**src/rtl/vid_scanner.sv**
```systemverilog
// Gigatron video address generator: follows the sync bits and emits pixel fetch address and slot count.
// Latency: VADDR/VCNT are valid one CLK after the final porch strobe; the first fetch uses them on the next strobe.
// Backpressure: none upstream; PIXEN=0 freezes every register. Option macro: VID_SCANNER_HSCROLL_EN adds HSCROLL.
module vid_scanner #(
    parameter int          HSTART = 12,
    parameter int          WIDTH  = 160,
    parameter int          VSTART = 34,
    parameter int          NROWS  = 120,
    parameter int          LREP   = 4,
    parameter logic [7:0]  PAGE0  = 8'h08
) (
    input  logic        CLK,
    input  logic        nRESET,
    input  logic        VRUN,
    input  logic        HDBL,
    input  logic        PIXEN,
    input  logic [1:0]  SYNC,
`ifdef VID_SCANNER_HSCROLL_EN
    input  logic [7:0]  HSCROLL,
`endif
    output logic [15:0] VADDR,
    output logic [6:0]  VCNT,
    output logic        VACTIVE,
    output logic [6:0]  ROW
);

    typedef enum logic [2:0] {
        IDLE   = 3'd0,
        VBLANK = 3'd1,
        HWAIT  = 3'd2,
        HPORCH = 3'd3,
        ACTIVE = 3'd4
    } state_t;

    localparam logic [7:0] VSTART_M1 = 8'(VSTART - 1);
    localparam logic [7:0] HSTART_L  = 8'(HSTART);
    localparam logic [7:0] WIDTH_M1  = 8'(WIDTH - 1);
    localparam logic [6:0] VCNT_FULL = 7'(WIDTH / 2);
    localparam logic [6:0] VCNT_DBL  = 7'(WIDTH / 4);
    localparam logic [3:0] LREP_L    = 4'(LREP);
    localparam logic [6:0] NROWS_L   = 7'(NROWS);

    state_t      state_q, state_d;
    logic [1:0]  sync_q, sync_d;
    logic [7:0]  lcnt_q, lcnt_d;
    logic [7:0]  pcnt_q, pcnt_d;
    logic [7:0]  pix_q, pix_d;
    logic [3:0]  sub_q, sub_d;
    logic [6:0]  row_q, row_d;
    logic [15:0] vaddr_q, vaddr_d;
    logic [6:0]  vcnt_q, vcnt_d;
    logic        vactive_q, vactive_d;

    logic        vs_rise, vs_fall, hs_rise, hs_fall, hs_edge;
    logic [3:0]  sub_inc;
    logic [6:0]  row_inc;
    logic        end_of_row, end_of_frame;
    logic [7:0]  row_page;
    logic [7:0]  col_start;
    logic        addr_adv, fetch_slot;

    // Edge detection against the sync history; only meaningful on a pixel strobe.
    assign vs_rise = PIXEN &  SYNC[1] & ~sync_q[1];
    assign vs_fall = PIXEN & ~SYNC[1] &  sync_q[1];
    assign hs_rise = PIXEN &  SYNC[0] & ~sync_q[0];
    assign hs_fall = PIXEN & ~SYNC[0] &  sync_q[0];
    assign hs_edge = hs_rise | hs_fall;

    // Line-end bookkeeping shared by the natural end and the hsync truncation.
    assign sub_inc      = sub_q + 4'd1;
    assign row_inc      = row_q + 7'd1;
    assign end_of_row   = (sub_inc == LREP_L);
    assign end_of_frame = end_of_row && (row_inc == NROWS_L);

    // Row page wraps modulo 256.
    assign row_page = PAGE0 + {1'b0, row_q};

`ifdef VID_SCANNER_HSCROLL_EN
    assign col_start = HSCROLL;
`else
    assign col_start = 8'h00;
`endif

    // Doubled mode halves both address rate and fetch rate; pix_q counts strobes already taken.
    assign addr_adv   = HDBL ? pix_q[0] : 1'b1;
    assign fetch_slot = HDBL ? (pix_q[1:0] == 2'b11) : pix_q[0];

    // State register and datapath registers.
    always_ff @(posedge CLK or negedge nRESET) begin
        if (!nRESET) begin
            state_q   <= IDLE;
            sync_q    <= 2'b11;
            lcnt_q    <= 8'd0;
            pcnt_q    <= 8'd0;
            pix_q     <= 8'd0;
            sub_q     <= 4'd0;
            row_q     <= 7'd0;
            vaddr_q   <= 16'h0000;
            vcnt_q    <= 7'd0;
            vactive_q <= 1'b0;
        end else begin
            state_q   <= state_d;
            sync_q    <= sync_d;
            lcnt_q    <= lcnt_d;
            pcnt_q    <= pcnt_d;
            pix_q     <= pix_d;
            sub_q     <= sub_d;
            row_q     <= row_d;
            vaddr_q   <= vaddr_d;
            vcnt_q    <= vcnt_d;
            vactive_q <= vactive_d;
        end
    end

    // Next-state and datapath updates; priority is VRUN drop, then vsync abort, then the per-state work.
    always_comb begin
        state_d   = state_q;
        sync_d    = sync_q;
        lcnt_d    = lcnt_q;
        pcnt_d    = pcnt_q;
        pix_d     = pix_q;
        sub_d     = sub_q;
        row_d     = row_q;
        vaddr_d   = vaddr_q;
        vcnt_d    = vcnt_q;
        vactive_d = vactive_q;

        if (PIXEN) begin
            sync_d = SYNC;
            if (!VRUN) begin
                state_d   = IDLE;
                vcnt_d    = 7'd0;
                vactive_d = 1'b0;
                row_d     = 7'd0;
                pix_d     = 8'd0;
            end else if (vs_fall && (state_q != IDLE)) begin
                state_d   = VBLANK;
                lcnt_d    = 8'd0;
                vcnt_d    = 7'd0;
                vactive_d = 1'b0;
                pix_d     = 8'd0;
            end else begin
                case (state_q)
                    IDLE: begin
                        if (vs_rise) begin
                            state_d = VBLANK;
                            lcnt_d  = 8'd0;
                        end
                    end
                    VBLANK: begin
                        // The VSTART-th hsync ends blanking and also opens the first visible line.
                        if (hs_rise) begin
                            if (lcnt_q == VSTART_M1) begin
                                state_d = HPORCH;
                                pcnt_d  = HSTART_L;
                                row_d   = 7'd0;
                                sub_d   = 4'd0;
                            end else begin
                                lcnt_d = lcnt_q + 8'd1;
                            end
                        end
                    end
                    HWAIT: begin
                        if (hs_rise) begin
                            state_d = HPORCH;
                            pcnt_d  = HSTART_L;
                        end
                    end
                    HPORCH: begin
                        if (pcnt_q <= 8'd1) begin
                            state_d   = ACTIVE;
                            vaddr_d   = {row_page, col_start};
                            vcnt_d    = HDBL ? VCNT_DBL : VCNT_FULL;
                            vactive_d = 1'b1;
                            pix_d     = 8'd0;
                            pcnt_d    = 8'd0;
                        end else begin
                            pcnt_d = pcnt_q - 8'd1;
                        end
                    end
                    ACTIVE: begin
                        if (hs_edge || (pix_q == WIDTH_M1)) begin
                            vactive_d = 1'b0;
                            vcnt_d    = 7'd0;
                            pix_d     = 8'd0;
                            state_d   = HWAIT;
                            if (end_of_row) begin
                                sub_d = 4'd0;
                                if (end_of_frame) begin
                                    row_d   = 7'd0;
                                    state_d = IDLE;
                                end else begin
                                    row_d = row_inc;
                                end
                            end else begin
                                sub_d = sub_inc;
                            end
                        end else begin
                            pix_d = pix_q + 8'd1;
                            // Column wraps inside the page; the page byte is never touched here.
                            if (addr_adv) begin
                                vaddr_d[7:0] = vaddr_q[7:0] + 8'd1;
                            end
                            if (fetch_slot && (vcnt_q != 7'd0)) begin
                                vcnt_d = vcnt_q - 7'd1;
                            end
                        end
                    end
                    default: begin
                        state_d = IDLE;
                    end
                endcase
            end
        end
    end

    assign VADDR   = vaddr_q;
    assign VCNT    = vcnt_q;
    assign VACTIVE = vactive_q;
    assign ROW     = row_q;

endmodule

```
**config.mk**
```make
export PLATFORM = sky130hd
export DESIGN_NAME = vid_scanner
export DESIGN_NICKNAME = d
export VERILOG_FILES = /design/src/rtl/vid_scanner.sv
export SDC_FILE = /design/constraint.sdc
export NUM_CORES = 1
export LEC_CHECK = 0
export CORE_MARGIN = 3
export CORE_UTILIZATION = 45
export DETAILED_ROUTE_END_ITERATION = 16
export PLACE_DENSITY = 0.71
export SYNTH_ARGS = -nofsm -noshare
export SYNTH_HDL_FRONTEND = slang
export SYNTH_SLANG_ARGS = --single-unit
```
**constraint.sdc**
```tcl
create_clock -name CLK -period 2.1 [get_ports CLK]
set_clock_uncertainty 0.2 [all_clocks]
set_input_delay 0.21 -clock CLK [delete_from_list [all_inputs] [get_ports CLK]]
set_output_delay 0.21 -clock CLK [all_outputs]
set_load 0.02 [all_outputs]
```
==> run_results.csv, run 1 <==
group,metric,value,unit
clocking,htree_levels,3,
final_layout,nNetsFinal,587,
global_route,grt_max_degree,38,
die,design.die.area,0.009654,mm²
die,die_w,98.26,µm
job,drv_cap,0,
pwr,p_per_area,799.9,mW/mm²
die,initial_core_util,0.4638,
logic_synthesis,synthMuxAreaShare,0.02320,
placed_design,place_ws,-0.4139,ns
sta,maxSlewHeadroom,0.6652,
placed_design,dp_hpwl,6776,µm
logic_synthesis,synth.avg_cell_area,8.990,µm²
logic_synthesis,ys_types,67,
logic_synthesis,synth-compound-area-share,0.2061,
sta,tightest_slew,0.4983,ns
sta,finalHoldViolCount,0,
logic_synthesis,yosys.area_share.simple,0.2421,
critical_path,crit_path_end_kind,"flip-flop",
pwr,p_leak,2.556,nW
sta,setup_ws,-0.1902,ns
final_layout,fill_cells,592,
final_layout,synthToLayoutAreaGrowth,56.22,%
logic_synthesis,synth_area_leaders,"dfrtp_1 (41%), o21ai_0 (6.3%), ha_1 (4.2%)",
critical_path,startpoint,"lcnt_q[1]$_DFFE_PN0P_",
clocking,cts-root-buf,"clkbuf_8",
min_path,hold_class,"in2async",
clocking,cts_buffers,9,
critical_path,cp_max_fo,5,
pwr,vdd_drop_max,0.0004906,V
pwr,total_power,0.004786,W
sta,slew_violations,0,
sta,period_share,1.091,
final_layout,multi_input_area,0.002624,mm²
global_route,first_global_vias,3689,
placed_design,dp.cells,633,
final_layout,drive_above_1_share,0.4301,
critical_path,crit_arrival,2.32,ns
critical_path,reg2reg_from,"lcnt_q[1]$_DFFE_PN0P_",
logic_synthesis,synth-seq-area-share,0.4188,
logic_synthesis,yosys_most_used_dff,"dfrtp_1",
critical_path,rrSetupSlack,-0.19,ns
outcome,violations,"setup timing",
clocking,clk_latency,0.34,ns
drt,detail_route.first_pass.iterations,5,
sta,period_needed,2.290,ns
drt,wirelength,11040,µm
final_layout,seq_area,0.001607,mm²
clocking,clk_path_buf_depth,2,
logic_synthesis,async_reset_ff_frac,1.000,
drt,route.vias.total,3865,
die,fp.coreArea,0.008258,mm²
global_route,overflow,0,
outcome,status,"finished with violations",
final_layout,n_antenna_cell,0,
logic_synthesis,synth_nets,446,
logic_synthesis,syn_area,0.003830,mm²
logic_synthesis,synth_cells,426,
logic_synthesis,synth.largest_area_cell,"dfrtp_1",
drt,drtIter0Drc,297,
logic_synthesis,synth_fa_ha_area_frac,0.04247,
global_route,grt_pass1_wl,16780,µm
placed_design,gp_congestion,0.9169,
logic_synthesis,synth-xor-area-share,0.02744,
placed_design,port_buffers,37,
drt,route.detailed.drc,0,
final_layout,final_cells,677,
drt,wl_per_cell,16.31,µm
die,rows,33,
drt,via_per_inst,5.709,
critical_path,crit_type,"reg2reg",
logic_synthesis,synth_edf_count,0,
clocking,cts_tree,"done",
global_route,grt_antenna_before_repair,0,
clocking,cts_sinks,64,
global_route,track_usage,0.2086,
die,ios,38,
clocking,clkTransAtPathRegs,0.07,ns
final_layout,design_area,0.005983,mm²
die,chipHeight,98.26,µm
logic_synthesis,synth_top_cell_area_share,0.4051,
critical_path,worstPathRequired,2.13,ns
sta,max_freq,436.7,MHz
critical_path,critPathLaunchType,"flip-flop",
logic_synthesis,ys_warn_count,0,
logic_synthesis,synth_top_family_by_area,"simple AND/OR/NAND/NOR gates",
sta,rsz0062_at_grt,"yes",
drt,antenna_left,0,
logic_synthesis,ys_seq_elements,64,
placed_design,placed_area,0.004945,mm²
sta,setup_viol,51,
[critical path, cell delays in order, from the launching register on]
cell	delay (ns)
dfrtp_1	0.38
inv_1	0.06
ha_2	0.15
nor4b_4	0.22
a41o_1	0.25
nand2_1	0.09
or3_4	0.36
or2_4	0.27
o41ai_2	0.21
[state kept, by name (all words and copies together) (netlist names)]
signal / flops
VCNT: 7
ROW: 7
state_q: 3
pix_q: 8
sync_q: 2
pcnt_q: 8
sub_q: 4
lcnt_q: 8
VADDR: 16
VACTIVE: 1
[path summary, 6_finish.rpt]
check	end	depth (start not counted)
worst max register to register	pcnt_q[7]$_DFFE_PN0P_	8
worst min register to register	VADDR[13]$_DFFE_PN0P_	2
worst min-delay path	lcnt_q[2]$_DFFE_PN0P_	3
min in group CLK	VADDR[13]$_DFFE_PN0P_	2
worst max-delay path	pcnt_q[7]$_DFFE_PN0P_	8
max in group asynchronous	state_q[0]$_DFFE_PN0P_	3
[cells by family (layout without fill, tap and decap cells)]
group | Yosys count | in the layout
xor+xnor | 12 | 12
mux | 8 | 8
simple gates | 169 | 169
compound gates | 126 | 126
buf+inv | 34 | 180
flops | 64 | 64
fa+ha+maj | 13 | 13
[layer usage]
layer,vias to the layer above,routed length [µm],track usage
li1,1823,-,-
met3,17,444,0.03571
met1,1913,4814,0.2680
met5,-,0,0
met4,0,138,0.08088
met2,112,5646,0.3518
[per-stage QoR]
step	setup TNS, ns	utilization	hold WS, ns
global placement	-10.26	0.5988	0.04495
finish	-4.558	0.7245	0.2311
detailed placement	-13.53	0.5988	0.05489
CTS	-2.883	0.6544	0.2393
floorplan	-0.5251	-	-0.2856
global route	-9.116	0.7245	0.2649
[final cells by class]
type,instances,area share
clock buffers,11,0.02196
flip-flops and latches,64,0.2685
inverters,12,0.007528
clock inverters,5,0.01757
repair buffers,152,0.2240
well taps,105,0.02196
multi-input cells,328,0.4385
[what timing repair did]
item                                    4_1_cts  5_1_grt
gates resized for setup                      53      114
hold buffers                                  1        0
endpoints found under the hold margin        62        0
endpoints found under the setup margin       44       59
pin swaps                                    30       44
cloned                                        0        3
buffers inserted                              9       17
[cell usage after synthesis, types with 2 or more instances]
library cell  instances
or2_1                 2
buf_4                 3
ha_1                 13
nand3_1              19
and3b_1               3
o2111ai_1             2
buf_2                 5
a21o_1                6
nand4_1               5
nor3b_1               3
nor3_1               12
and3_1                7
o21ai_1              16
a21oi_1              13
inv_1                12
nand2b_1             13
nand2_1              34
or3_4                 2
xnor2_1              10
dfrtp_1              62
clkbuf_1             13
a31oi_1               9
o31ai_1              11
nor2b_1               9
dfstp_2               2
nor4_1                2
or3_1                 3
mux2_2                7
nor2_1               34
or3b_1                2
o21ai_0              48
a32oi_1               2
or2_2                 3
xor2_1                2
nand3b_1              4
a22o_1                2
[layout by cell type, fill, tap and decap left out, drive strengths merged, types with 2 or more instances in the layout]
cell type,n
nand2,34
o31ai,11
inv,12
a21o,6
buf,114
nand4,6
nand2b,13
clkdlybuf4s50,36
nor4,3
xnor2,10
or3b,3
dfstp,2
bufinv,3
and3,7
nor3b,3
ha,13
a21oi,14
o2111ai,2
clkbuf,12
dfrtp,62
mux2,7
nor3,14
o41ai,2
nor2b,9
and3b,3
a32oi,2
or2,7
clkinvlp,2
o21ai,64
or3,5
nand3b,4
xor2,2
nand3,19
a31oi,9
a22o,2
nor2,35
nor4b,2
[where the power goes]
| part | internal (W) | total [W] | leakage (nW) | switching, W |
|---|---|---|---|---|
| sequential | 0.00136 | 0.00148 | 0.870 | 0.000121 |
| combinational | 0.000958 | 0.00202 | 1.58 | 0.00107 |
| clock | 0.000790 | 0.00128 | 0.110 | 0.000492 |
(Power assumes the default switching activity.)
==> run 2, diff against run 1 <==
Settings changed: RECOVER_POWER set to 25.
==> run 2 against run 1 <==
  * The run still ends with setup timing left
  * Highest routed layer unchanged
  * Via count down 0.54%
  * First-iteration DRC count down 4.7%
  * Critical path depth unchanged
  * Non-clock buffer count unchanged
  * Flip-flop and latch count unchanged
  * Critical path type unchanged
  * Fmax about the same
  * Cell area about the same
  * Global-route usage unchanged
  * Sequential share of layout area about the same
  * Combinational power about the same
  * Largest cell class unchanged
==> run_results.csv, run 2 (synthesis gave the netlist of run 1 again) <==
group,metric,value,unit
drt,route.vias.total,3844,
final_layout,drive_above_1_share,0.4283,
drt,detail_route.first_pass.iterations,5,
global_route,first_global_vias,3689,
sta,rsz0062_at_grt,"yes",
clocking,cts_buffers,9,
critical_path,rr_endpoint,"pcnt_q[7]$_DFFE_PN0P_",
die,chipHeight,98.26,µm
clocking,cts_tree,"done",
final_layout,nNetsFinal,587,
job,drv_cap,0,
sta,max_freq,436.7,MHz
critical_path,crit_arrival,2.32,ns
sta,finalSetupTns,-4.584,ns
pwr,vdd_drop_max,0.0004903,V
outcome,violations,"setup timing",
final_layout,final_cells,677,
clocking,clk_path_buf_depth,2,
final_layout,final_cell_mix,"buf_4 (90), dfrtp_1 (60), clkdlybuf4s50_1 (36), nand2_1 (33), o21ai_1 (32)",
global_route,track_usage,0.2086,
sta,finalHoldViolCount,0,
critical_path,crit_path_end_kind,"flip-flop",
die,design.die.area,0.009654,mm²
final_layout,final_common_cell,"buf_4",
critical_path,cpPeakStageDelay,0.38,ns
min_path,hold_class,"reg2reg",
sta,tightest_slew,0.6606,ns
final_layout,synthToLayoutAreaGrowth,56.13,%
pwr,total_power,0.004787,W
min_path,min-delay-start,"VADDR[13]$_DFFE_PN0P_",
sta,period_share,1.090,
min_path,hold_depth,2,
final_layout,n_antenna_cell,0,
sta,period_needed,2.290,ns
global_route,grt_pass1_wl,16780,µm
critical_path,rr_worst_depth,8,
placed_design,port_buffers,37,
critical_path,reg2reg_from,"lcnt_q[1]$_DFFE_PN0P_",
drt,wl_per_cell,16.31,µm
pwr,p_per_area,800.5,mW/mm²
pwr,p_leak,2.553,nW
clocking,clk_latency,0.34,ns
critical_path,worstPathRequired,2.13,ns
outcome,status,"finished with violations",
clocking,cts-root-buf,"clkbuf_8",
die,rows,33,
die,initial_core_util,0.4638,
min_path,min_to,"VADDR[13]$_DFFE_PN0P_",
drt,antenna_left,0,
sta,slew_violations,0,
sta,setup_ws,-0.1900,ns
global_route,overflow,0,
final_layout,largest_register_ffs,16,
die,fp.coreArea,0.008258,mm²
clocking,htree_levels,3,
drt,via_per_inst,5.678,
critical_path,rrSetupSlack,-0.19,ns
critical_path,critPathLaunchType,"flip-flop",
critical_path,cp_max_fo,5,
critical_path,path_cells,"inv_1 > ha_2 > nor4b_4 > a41o_1 > nand2_1 > or3_4 > or2_4 > o41ai_2",
die,die_w,98.26,µm
critical_path,crit_type,"reg2reg",
sta,setup_viol,51,
final_layout,fill_cells,593,
global_route,grt_antenna_before_repair,0,
placed_design,gp_congestion,0.9169,
global_route,grt_max_degree,38,
drt,drtIter0Drc,283,
placed_design,dp.cells,633,
placed_design,dp_hpwl,6776,µm
sta,maxSlewHeadroom,0.5596,
die,ios,38,
drt,route.detailed.drc,0,
critical_path,critPathSlowestCell,"dfrtp_1",
clocking,clkTransAtPathRegs,0.08,ns
placed_design,placed_area,0.004945,mm²
final_layout,design_area,0.005979,mm²
clocking,cts_sinks,64,
drt,wirelength,11040,µm
[run 2: cell types whose count changed in the layout (fill, tap and decap cells not counted), sizes merged]
cell,delta
buf,-2
clkbuf,+2
[run 2: worst max path at each step]
stage                                     start                     end  slack [ns]  cells after the start
after floorplan           lcnt_q[1]$_DFFE_PN0P_   pcnt_q[7]$_DFFE_PN0P_       -0.06                      8
after global placement                  SYNC[1]      ROW[3]$_DFFE_PN0P_       -0.30                      7
after detailed placement                  PIXEN  state_q[1]$_DFFE_PN0P_       -0.41                      7
after CTS                 lcnt_q[1]$_DFFE_PN0P_   pcnt_q[7]$_DFFE_PN0P_       -0.18                      8
after global routing      lcnt_q[1]$_DFFE_PN0P_   pcnt_q[7]$_DFFE_PN0P_       -0.29                      8
final                     lcnt_q[1]$_DFFE_PN0P_   pcnt_q[7]$_DFFE_PN0P_       -0.19                      8
[run 2: area by class of cell]
cell class | count | area, µm² | area share
flip-flops and latches | 64 | 1607 | 0.2687
inverters | 12 | 45.04 | 0.007533
multi-input cells | 328 | 2624 | 0.4388
repair buffers | 152 | 1336 | 0.2235
well taps | 105 | 131.4 | 0.02197
clock inverters | 5 | 105.1 | 0.01758
clock buffers | 11 | 131.4 | 0.02197
[run 2: routing by layer]
layer | GRT usage | part of all wire | vias to the layer above
met1 | 0.2680 | 0.44 | 1892
met3 | 0.03571 | 0.038 | 17
met4 | 0.08088 | 0.013 | 0
met2 | 0.3518 | 0.51 | 114
li1 | - | - | 1821
met5 | 0 | 0 | -
[run 2: report_power, final]
part           switching, W  internal (W)
logic               0.00107      0.000957
registers          0.000121       0.00136
clock network      0.000492      0.000790
total               0.00168       0.00311
[run 2: worst max-delay path: cells and delay by family (launching register included)]
family	cells	cell delay (ns)
simple gates	4	0.94
compound gates	2	0.46
flops	1	0.38
fa+ha+maj	1	0.15
buf+inv	1	0.06
[run 2: through the flow]
| stage | setup slack (ns) | hold slack [ns] | utilization |
|---|---|---|---|
| detailed placement | -0.4139 | 0.05489 | 0.5988 |
| CTS | -0.1751 | 0.2393 | 0.6544 |
| finish | -0.1900 | 0.2822 | 0.7241 |
| global placement | -0.2973 | 0.04495 | 0.5988 |
| global route | -0.2934 | 0.3120 | 0.7241 |
| floorplan | -0.05982 | -0.2856 | - |
[run 2: repair_timing]
item,in CTS,in global routing
setup endpoints to repair,44,59
hold endpoints to repair,62,0
hold buffers,1,0
cloned,0,3
resized for setup,53,114
pin swaps,30,44
setup buffers,9,17
==> run 3, diff against run 2 <==
Settings changed: RECOVER_POWER 25 to 100.
==> run 3 against run 2 <==
  * The run still ends with setup timing left
  * Clock power about the same
  * Die area unchanged
  * Combinational power about the same
==> run_results.csv, run 3 (synthesis gave the netlist of run 1 again) <==
group,metric,value,unit
drt,detail_route.first_pass.iterations,5,
clocking,cts_buffers,9,
min_path,hold_class,"reg2reg",
critical_path,worstPathRequired,2.13,ns
drt,antenna_left,0,
critical_path,critPathLaunchType,"flip-flop",
sta,period_share,1.090,
critical_path,critPathSlowestCell,"dfrtp_1",
final_layout,n_antenna_cell,0,
clocking,cts_sinks,64,
sta,max_freq,436.7,MHz
critical_path,crit_arrival,2.32,ns
final_layout,final_cell_mix,"buf_4 (88), dfrtp_1 (61), nand2_1 (33), dlygate4sd3_1 (33), o21ai_1 (32)",
sta,setup_ws,-0.1900,ns
critical_path,cp_max_fo,5,
clocking,clk_latency,0.34,ns
drt,wl_per_cell,16.30,µm
final_layout,synthToLayoutAreaGrowth,55.93,%
final_layout,final_common_cell,"buf_4",
die,initial_core_util,0.4638,
pwr,intPower,0.003090,W
global_route,grt_pass1_wl,16780,µm
pwr,total_power,0.004765,W
clocking,clkTransAtPathRegs,0.08,ns
pwr,vdd_drop_max,0.0004869,V
critical_path,critical_path.top_delay_family,"simple AND/OR/NAND/NOR gates",
die,ios,38,
pwr,p_seq_frac,0.310,
placed_design,port_buffers,37,
global_route,grt_antenna_before_repair,0,
critical_path,crit_type,"reg2reg",
drt,drtIter0Drc,282,
critical_path,path_cells,"inv_1 > ha_2 > nor4b_4 > a41o_1 > nand2_1 > or3_4 > or2_4 > o41ai_2",
global_route,track_usage,0.2086,
pwr,p_leak,2.653,nW
global_route,overflow,0,
drt,via_per_inst,5.684,
critical_path,cp_num_buf_inv,1,
global_route,first_global_vias,3689,
sta,rsz0062_at_grt,"yes",
final_layout,drive_above_1_share,0.4248,
clocking,cts_tree,"done",
critical_path,crit_path_end_kind,"flip-flop",
clocking,htree_levels,3,
die,rows,33,
outcome,status,"finished with violations",
clocking,clk_path_buf_depth,2,
sta,finalHoldViolCount,0,
drt,route.vias.total,3848,
final_layout,largest_register_ffs,16,
job,drv_cap,0,
pwr,p_per_area,797.9,mW/mm²
sta,setup_viol,52,
sta,fin_hold_ws,0.2781,ns
sta,maxSlewHeadroom,0.3793,
die,design.die.area,0.009654,mm²
global_route,grt_max_degree,38,
clocking,cts-root-buf,"clkbuf_8",
outcome,violations,"setup timing",
sta,period_needed,2.290,ns
die,die_w,98.26,µm
final_layout,nNetsFinal,587,
pwr,p_clk_frac,0.268,
placed_design,dp_hpwl,6776,µm
sta,slew_violations,0,
pwr,combPwrFrac,0.421,
die,fp.coreArea,0.008258,mm²
die,chipHeight,98.26,µm
pwr,swShare,0.3515,
drt,wirelength,11030,µm
sta,tightest_slew,0.9310,ns
critical_path,cpPeakStageDelay,0.38,ns
pwr,p_switching,0.001675,W
drt,route.detailed.drc,0,
placed_design,gp_congestion,0.9169,
[run 3: changes by cell type in the layout (fill, tap and decap cells not counted)]
| cell | previous run | this run |
|---|---|---|
| dlygate4sd3_1 | 1 | 33 |
| dfrtp_2 | 2 | 1 |
| dfrtp_1 | 60 | 61 |
| clkbuf_2 | 1 | 2 |
| clkdlybuf4s50_1 | 36 | 4 |
| clkbuf_1 | 3 | 4 |
| buf_4 | 90 | 88 |
[run 3: worst paths after layout]
path | end | from | slack [ns] | cells after the start
setup / recovery | pcnt_q[7]$_DFFE_PN0P_ | lcnt_q[1]$_DFFE_PN0P_ | -0.19 | 8
hold / removal | VADDR[13]$_DFFE_PN0P_ | VADDR[13]$_DFFE_PN0P_ | 0.28 | 2
hold reg to reg | VADDR[13]$_DFFE_PN0P_ | VADDR[13]$_DFFE_PN0P_ | 0.28 | 2
min in group asynchronous | lcnt_q[2]$_DFFE_PN0P_ | nRESET | 0.38 | 3
max in group asynchronous | state_q[0]$_DFFE_PN0P_ | nRESET | 0.58 | 3
setup reg to reg | pcnt_q[7]$_DFFE_PN0P_ | lcnt_q[1]$_DFFE_PN0P_ | -0.19 | 8
[run 3: tightest hold or removal path: stages (launching register included)]
cell and delay (ns):
dfrtp_1 0.34, nand2_1 0.04, o21ai_0 0.06
[run 3: final cells by class]
class	instances	area, µm²
Clock inverter	5	105.1
Multi-Input combinational cell	328	2624
Sequential cell	64	1605
Fill cell	595	2286
Timing Repair Buffer	152	1330
Clock buffer	11	131.4
Tap cell	105	131.4
Inverter	12	45.04
[run 3: per-layer routing]
metal  wire length [µm]  vias to the layer above  global-route usage
li1                   -                     1825                   -
met4                139                        0             0.08088
met5                  0                        -                   0
met1               4821                     1896              0.2680
met3                432                       17             0.03571
met2               5641                      110              0.3518
[run 3: power groups by stage]
stage	clock network [W]	logic [W]	registers [W]
global route	0.00136	0.00217	0.00149
global placement	0	0.00154	0.00149
detailed placement	0	0.00156	0.00149
floorplan	0	0.000855	0.00153
finish	0.00128	0.00201	0.00148
CTS	0.00130	0.00169	0.00147
[run 3: through the flow]
step           setup slack, ns    util  setup TNS (ns)  instances  area, µm²
3_5_place_dp           -0.4139  0.5988          -13.53        633       4945
4_1_cts                -0.1751  0.6544          -2.883        658       5404
6_report               -0.1900  0.7232          -5.217        677       5972
5_1_grt                -0.2934  0.7232          -9.653        677       5972
3_3_place_gp           -0.2973  0.5988          -10.26        633       4945
2_1_floorplan         -0.05982       -         -0.5251        426       3916
[run 3: what timing repair did]
item,in CTS,in global routing
gates resized for setup,53,114
hold buffers,1,0
buffers inserted,9,17
pin swaps,30,44
hold endpoints to repair,62,0
gates cloned,0,3
endpoints found under the setup margin,44,59
